$ cat config.mk
export PLATFORM = sky130hd
export DESIGN_NAME = pmc_transmitter
export DESIGN_NICKNAME = d
export VERILOG_FILES = /design/src/rtl/pmc_transmitter.sv
export SDC_FILE = /design/constraint.sdc
export NUM_CORES = 1
export LEC_CHECK = 0
export CELL_PAD_IN_SITES_DETAIL_PLACEMENT = 0
export CELL_PAD_IN_SITES_GLOBAL_PLACEMENT = 2
export CORE_ASPECT_RATIO = 0.6
export CORE_MARGIN = 2
export CORE_UTILIZATION = 36
export CTS_CLUSTER_DIAMETER = 40
export CTS_CLUSTER_SIZE = 20
export DETAILED_ROUTE_END_ITERATION = 10
export GPL_TIMING_DRIVEN = 0
export PLACE_DENSITY_LB_ADDON = 0.1
export SLEW_MARGIN = 20
export SYNTH_ARGS = -nofsm -noshare
export SYNTH_HDL_FRONTEND = slang
export SYNTH_SLANG_ARGS = --single-unit
$ cat constraint.sdc
create_clock -name clk -period 2.3 [get_ports clk]
set_input_delay 0.46 -clock clk [delete_from_list [all_inputs] [get_ports clk]]
set_output_delay 0.46 -clock clk [all_outputs]
set_load 0.03 [all_outputs]
$ cat src/rtl/pmc_transmitter.sv
// Parallel-to-serial loader for the pixel matrix: snapshots 32 column words and shifts them out
// MSB first, one bit per column on each pclk strobe inside the sh window.
module pmc_transmitter (
    input  logic             clk,
    input  logic             rst_n,
    input  logic             sh,
    input  logic             pclk,
    input  logic [31:0][15:0] dout,
    output logic [31:0]      pm_din,
    output logic             busy,
    output logic             word_done
);

    typedef enum logic [1:0] {StIdle, StWaiting, StActive} state_t;

    state_t            state;
    logic [3:0]        bits_counter;
    logic [31:0][15:0] shadow;

    logic [3:0]  next_idx;
    logic [31:0] dout_msb;
    logic [31:0] shadow_bit;

    // Index of the bit presented after the current strobe; 14 while WAITING (counter is 0).
    always_comb begin
        next_idx   = 4'd14 - bits_counter;
        dout_msb   = '0;
        shadow_bit = '0;
        for (int i = 0; i < 32; i++) begin
            dout_msb[i]   = dout[i][15];
            shadow_bit[i] = shadow[i][next_idx];
        end
    end

    always_ff @(posedge clk or negedge rst_n) begin
        if (!rst_n) begin
            state        <= StIdle;
            bits_counter <= '0;
            shadow       <= '0;
            pm_din       <= '0;
            busy         <= 1'b0;
            word_done    <= 1'b0;
        end else begin
            word_done <= 1'b0;
            case (state)
                StIdle: begin
                    if (sh) begin
                        state  <= StWaiting;
                        busy   <= 1'b1;
                        shadow <= dout;
                        pm_din <= dout_msb;
                    end
                end
                StWaiting: begin
                    if (pclk) begin
                        state        <= StActive;
                        bits_counter <= 4'd1;
                        pm_din       <= shadow_bit;
                    end else if (!sh) begin
                        state        <= StIdle;
                        busy         <= 1'b0;
                        bits_counter <= '0;
                        pm_din       <= '0;
                    end
                end
                StActive: begin
                    // sh is ignored here so a started word always completes.
                    if (pclk) begin
                        if (bits_counter == 4'd15) begin
                            state        <= StWaiting;
                            bits_counter <= '0;
                            word_done    <= 1'b1;
                            shadow       <= dout;
                            pm_din       <= dout_msb;
                        end else begin
                            bits_counter <= bits_counter + 4'd1;
                            pm_din       <= shadow_bit;
                        end
                    end
                end
                default: begin
                    state        <= StIdle;
                    busy         <= 1'b0;
                    bits_counter <= '0;
                    pm_din       <= '0;
                end
            endcase
        end
    end

endmodule

==> summary.txt, run 1 <==
Synth
  • Distinct cell type count after synthesis: 36
  • Area leader, netlist: dfrtp_1
  • Mean area per synthesized cell: around 17 um2
  • Synth Cell Area: 24800 um2
  • Synthesized net count: between 1500 and 2000
  • Sequential share of the synthesized area: about 56%
  • Cell count after synthesis: about 1500
  • Yosys Warn Count: 0
  • FF+latch count, synth: 552
  • Yosys top cell area share: a little under three fifths
  • Synth top area cells: dfrtp_1 (56%), mux2_1 (22%), mux4_2 (12%)

Route
  • Vias post-DR: 15800
  • Vias per cell: roughly 5.1
  • Routed Antenna Nets: 0
  • DRC violations left: 0
  • Drt wl/cell: 25.7 um
  • WL final: ~80 mm
  • DRT Pass-1 Iters: 5
  • Initial detailed-routing violation count: about 730

Place
  • Dpl hpwl: ~57 mm
  • Port bufs: between 500 and 600
  • Cell count after placement: 2943
  • Placer Congestion: 0.789

CTS
  • Reg clk slew, reported paths: ~0.060 ns
  • CTS sink count: 552
  • Root Driver: clkbuf_16
  • Cts bufs inserted: 71
  • Clk buf depth: 3
  • Worst-Skew Late Latency: roughly 0.60 ns
  • Max H-tree Level: 3
  • TritonCTS clock tree: built

Setup path
  • Critical path required time: 2.75 ns
  • Crit start category: flip-flop
  • Crit path DAT: around 2.8 ns
  • CP endpoint kind: flip-flop
  • Crit Path Max Fanout: 10
  • Worst setup path class: reg -> reg

Floorplanning
  • Width of the die: about 340 um
  • Num ports: 550
  • Die Height: slightly above 200 um
  • CORE AREA: ~70000 um2
  • Row count: 74
  • Initial Utilization: 36.4%
  • Die area: approximately 70000 um2

Finish
  • Fin util: 51.5%
  • Commonest non-fill, non-tap cell in the layout: dfrtp_1
  • Synth-to-Final Area Change: 41.6%
  • Non-Filler Instances: between 3000 and 4000
  • Nets: around 2600
  • Commonest cells after routing, fill and taps aside: dfrtp_1 (552), clkdlybuf4s50_1 (548), mux2_1 (480)
  • Layout cell share with drive strength beyond 1: around a fifth

Job
  • Max-cap violations: 0

Global route
  • GRT Total Usage: about 22%
  • Number of global-route vias before repair: 17300
  • Largest net degree at the start of global routing: 95
  • Total global routing overflow: 0
  • First-pass GRT wire length: 116 mm
  • Initial antenna violation count: 23

Hold path
  • Hold Crit Class: in -> async

Power
  • PwrDens: approximately 1500 nW/um2
  • Worst VDD drop: roughly 0.00070 V
  • Total Power: a little over 0.05 W
  • Lkg Pwr: between 10 and 15 nW

Timing
  • WHS: around 0.39 ns
  • Slew @ Worst Pin: roughly 0.58 ns
  • Slew HR: between 60 and 70%
  • Clock skew: 0.0137 ns
  • Final max-slew violation count: 0
  • Final period utilization: 101%
  • Post-route minimum period: about 2.3 ns
  • Final worst setup slack: -0.0115 ns
  • FMAX: about 430 MHz
  • Final Hold Viols: 0
  • RSZ-0062 raised after global routing: yes
  • Setup violators final: 1

Outcome
  • Violated checks: negative setup slack
  • Status: complete, but fails checks
sequential cells by signal (all words and copies together) (netlist names):
name          cells
word_done         1
busy              1
bits_counter      4
pm_din           32
state             2
shadow          512
kinds of logic (layout without fill, tap and decap cells):
kind of cell | Yosys count | after routing | synth area share (%)
fa+ha+maj | 5 | 5 | 0.253
simple gates | 15 | 15 | 0.323
other cells | 0 | 11 | 0
mux | 704 | 704 | 37.5
flops | 552 | 552 | 55.8
buf+inv | 113 | 812 | 3.31
compound gates | 85 | 85 | 2.71
xor+xnor | 2 | 2 | 0.101
final timing paths:
kind	depth (start not counted)	endpoint	start	slack, ns
hold reg to reg	1	shadow[132]	shadow[132]	0.48
hold / removal	2	shadow[468]	rst_n	0.39
setup / recovery	5	pm_din[23]	bits_counter[0]	-0.01
min in group clk	2	shadow[69]	dout[69]	0.45
max in group asynchronous	4	shadow[192]	rst_n	0.56
setup reg to reg	5	pm_din[23]	bits_counter[0]	-0.01
worst max-delay path, cell delays in order (launching register included):
cell	delay (ns)
dfrtp_1	0.39
buf_2	0.29
buf_4	0.36
mux4_2	0.54
mux2i_1	0.34
o221ai_1	0.19
through the flow:
stage | area (um2) | worst slack [ns] | setup TNS [ns]
2_1_floorplan | 24800 | 0.211 | 0
3_3_place_gp | 31400 | -24.61 | -
3_5_place_dp | 31600 | -1.17 | -251.19
4_1_cts | 34500 | -0.0183 | -0.272
5_1_grt | 35000 | -0.0625 | -1.06
6_report | 35000 | -0.0115 | -0.0115
cell type report:
type / count / area [um2]
Antenna cell: 11 / 27.5
Buffer: 104 / 1200
Clock buffer: 91 / 2000
Clock inverter: 37 / 492
Fill cell: 5690 / 33000
Inverter: 6 / 22.5
Multi-Input combinational cell: 811 / 10400
Sequential cell: 552 / 13800
Tap cell: 912 / 1140
Timing Repair Buffer: 574 / 5970
repair_timing:
item / 4_1_cts / 5_1_grt
endpoints found under the setup margin: 547 / 531
buffers inserted: 5 / 6
gates resized for setup: 108 / 70
pin swaps: 2 / 5
endpoints found under the hold margin: 56 / 0
hold buffers: 1 / 0
gates cloned: 0 / 7
cell usage after synthesis (all sizes together):
library cell    n
a22oi          32
mux2i          64
ha              5
xor2            1
o21ai           9
o221ai         32
o2111ai         1
a21oi           2
nor2            4
xnor2           1
or4b            1
nand2           4
a32o            2
a31oi           1
mux4          128
o21a            2
buf            82
dfrtp         552
clkbuf         25
nand2b          1
mux2          512
o31ai           1
nand3           2
a41o            1
and3            2
nand4bb         1
inv             6
o2111a          1
o41ai           1
per-layer routing:
layer / wire (um) / vias up / GRT usage [%]
met2: 37000 / 384 / 34.7
met1: 36200 / 8266 / 31.2
li1: - / 6952 / -
met5: 163 / - / 0
met3: 4690 / 142 / 5.97
met4: 1710 / 24 / 5.91
report_power, final:
group	switching [W]	total [W]	internal [W]
Clock	0.00457	0.0118	0.00725
Sequential	0.00235	0.0172	0.0148
Combinational	0.0101	0.0222	0.0121
Total	0.0171	0.0512	0.0342
Power figures use the tool's default switching activity.
==> run 2, diff against run 1 <==
Clock period 2.3 ns to 2.4 ns, I/O delays scaled along.
==> run 2 against run 1 <==
Effect of this change:
- the flow now finishes without violations
- routed wire length decreased by 1.4%
- hold slack improved by 0.013 ns
- non-clock buffer count decreased by 14
- clock-buffer cell count unchanged
- final cell count decreased by 0.42%
- setup slack improved by 0.091 ns
- die area unchanged
- combinational power decreased by 8%
- sequential power decreased by 4%
- utilization decreased by 0.84 points
==> summary.txt, run 2 (synthesized netlist as in run 1, its figures left out) <==
Outcome
  • Status: completed

Place
  • Port bufs: 549
  • Placer Congestion: approximately 0.79
  • Placed standard-cell area: 31600 um2
  • Place WS: -1.09 ns
  • Dpl hpwl: roughly 57 mm

Setup path
  • CP endpoint kind: flip-flop
  • Worst setup path class: reg -> reg
  • Crit Reg-Reg Startpoint: bits_counter[1]
  • Critical path required time: around 2.9 ns
  • Cell Chain, Critical Path: ha_4 > xnor2_4 > buf_6 > buf_4 > mux2i_1 > o221ai_1
  • Crit-path slowest cell: dfrtp_1
  • Crit start category: flip-flop
  • CP max stage delay: ~0.41 ns
  • Crit Path Max Fanout: 10
  • CP delay by family, top: buffers and inverters
  • Crit path DAT: approximately 2.8 ns
  • CP startpoint: bits_counter[1]
  • Buffers & Inverters on Critical Path: 2

Finish
  • Synth-to-Final Area Change: 39.2%
  • Fin util: 50.7%
  • Sequential cell area: roughly 14000 um2
  • Commonest cells after routing, fill and taps aside: dfrtp_1 (552), clkdlybuf4s50_1 (548), mux2_1 (480)
  • Max reg flops: ~510
  • Nets: 2627
  • Area of the multi-input gates: 10200 um2
  • Commonest non-fill, non-tap cell in the layout: dfrtp_1
  • Final Instance Area: between 30000 and 40000 um2
  • Largest registers: shadow x512, pm_din x32, bits_counter x4
  • Filler Cells Inserted: ~5700
  • Reg with most FFs: shadow
  • Layout cell share with drive strength beyond 1: between 10% and 20%

Power
  • Worst VDD drop: approximately 0.00067 V
  • Total Power: approximately 0.048 W
  • PwrDens: 1400 nW/um2
  • Lkg Pwr: 14.1 nW

Global route
  • Largest net degree at the start of global routing: 95
  • Total global routing overflow: 0
  • First-pass GRT wire length: about 120 mm
  • Initial antenna violation count: 24
  • GRT Total Usage: between 20% and 30%
  • Number of global-route vias before repair: between 15000 and 20000

CTS
  • Worst-Skew Late Latency: a little over 0.6 ns
  • TritonCTS clock tree: built
  • Root Driver: clkbuf_16
  • CTS sink count: approximately 550
  • Clk buf depth: 3
  • Cts bufs inserted: between 70 and 80
  • Max H-tree Level: 3
  • Reg clk slew, reported paths: ~0.060 ns

Route
  • Vias post-DR: between 15000 and 20000
  • Drt wl/cell: between 20 and 30 um
  • Routed Antenna Nets: 0
  • WL final: 78.6 mm
  • DRT Pass-1 Iters: 4
  • Initial detailed-routing violation count: a little under 700
  • Vias per cell: between 5 and 6
  • DRC violations left: 0

Timing
  • Setup violators final: 0
  • RSZ-0062 raised after global routing: yes
  • Final worst setup slack: 0.0798 ns
  • Final max-slew violation count: 0
  • Post-route minimum period: about 2.3 ns
  • Final period utilization: between 90% and 100%
  • Slew HR: 61.8%
  • Setup TNS: 0 ns
  • Clock skew: around 0.013 ns
  • FMAX: 431 MHz
  • Final Hold Viols: 0
  • Slew @ Worst Pin: around 0.57 ns

Hold path
  • Hold Crit Class: in -> async

Floorplanning
  • Width of the die: 343 um
  • Die area: 71000 um2
  • CORE AREA: between 60000 and 70000 um2
  • Row count: 74
  • Die Height: 207 um
  • Initial Utilization: about 36%
  • Num ports: 550

Job
  • Max-cap violations: 0
-- run 2: cell types whose count changed in the layout (fill, tap and decap cells not counted), sizes merged --
cell    change
diode       +1
clkbuf      -7
buf         -7
-- run 2: metal layers --
layer  GRT usage, %  wire length, um  share of wire [%]
met1           31.0            35600                 45
met2           34.6            36500                 46
met3           6.08             4770                6.1
met4           6.13             1640                2.1
met5              0              163               0.21
-- run 2: metrics by stage --
| stage | std cells | hold WS [ns] |
|---|---|---|
| floorplan | 1476 | 0.184 |
| global placement | 2937 | 0.462 |
| detailed placement | 2943 | 0.463 |
| CTS | 3076 | 0.391 |
| global route | 3081 | 0.434 |
| finish | 3085 | 0.408 |
-- run 2: final cells by class --
cell class	count	area share, %
clock inverters	37	1.43
repair buffers	560	16.6
well taps	912	3.31
clock buffers	91	5.81
diodes	12	0.0871
inverters	6	0.0653
multi-input cells	811	29.6
plain buffers	104	3.07
flip-flops and latches	552	40.1
-- run 2: power breakdown --
part	leakage (nW)	total [W]	switching (W)	internal [W]
sequential	6.50	0.0165	0.00225	0.0142
combinational	6.35	0.0204	0.00935	0.0110
clock	1.20	0.0113	0.00438	0.00694
total	14.1	0.0482	0.0160	0.0322
-- run 2: worst reg2reg max path: cells and delay by family, from the launching register on --
| kind | cells | cell delay (ns) |
|---|---|---|
| mux | 1 | 0.42 |
| flops | 1 | 0.41 |
| fa+ha+maj | 1 | 0.21 |
| buf+inv | 2 | 0.67 |
| compound gates | 1 | 0.18 |
| xor+xnor | 1 | 0.28 |
-- run 2: repair_timing --
item                                   in CTS  in global routing
hold buffers                                1                  0
resized for setup                          78                 34
setup buffers                               4                  0
setup endpoints to repair                 545                533
pin swaps                                   2                  1
endpoints found under the hold margin      56                  0
-- run 2: final timing paths --
kind | end | slack (ns) | cells after the start
min in group clk | shadow[69] | 0.47 | 2
worst max-delay path | pm_din[23] | 0.08 | 6
max in group asynchronous | shadow[229] | 0.62 | 4
worst min-delay path | shadow[468] | 0.41 | 2
worst max register to register | pm_din[23] | 0.08 | 6
worst min register to register | shadow[344] | 0.48 | 1
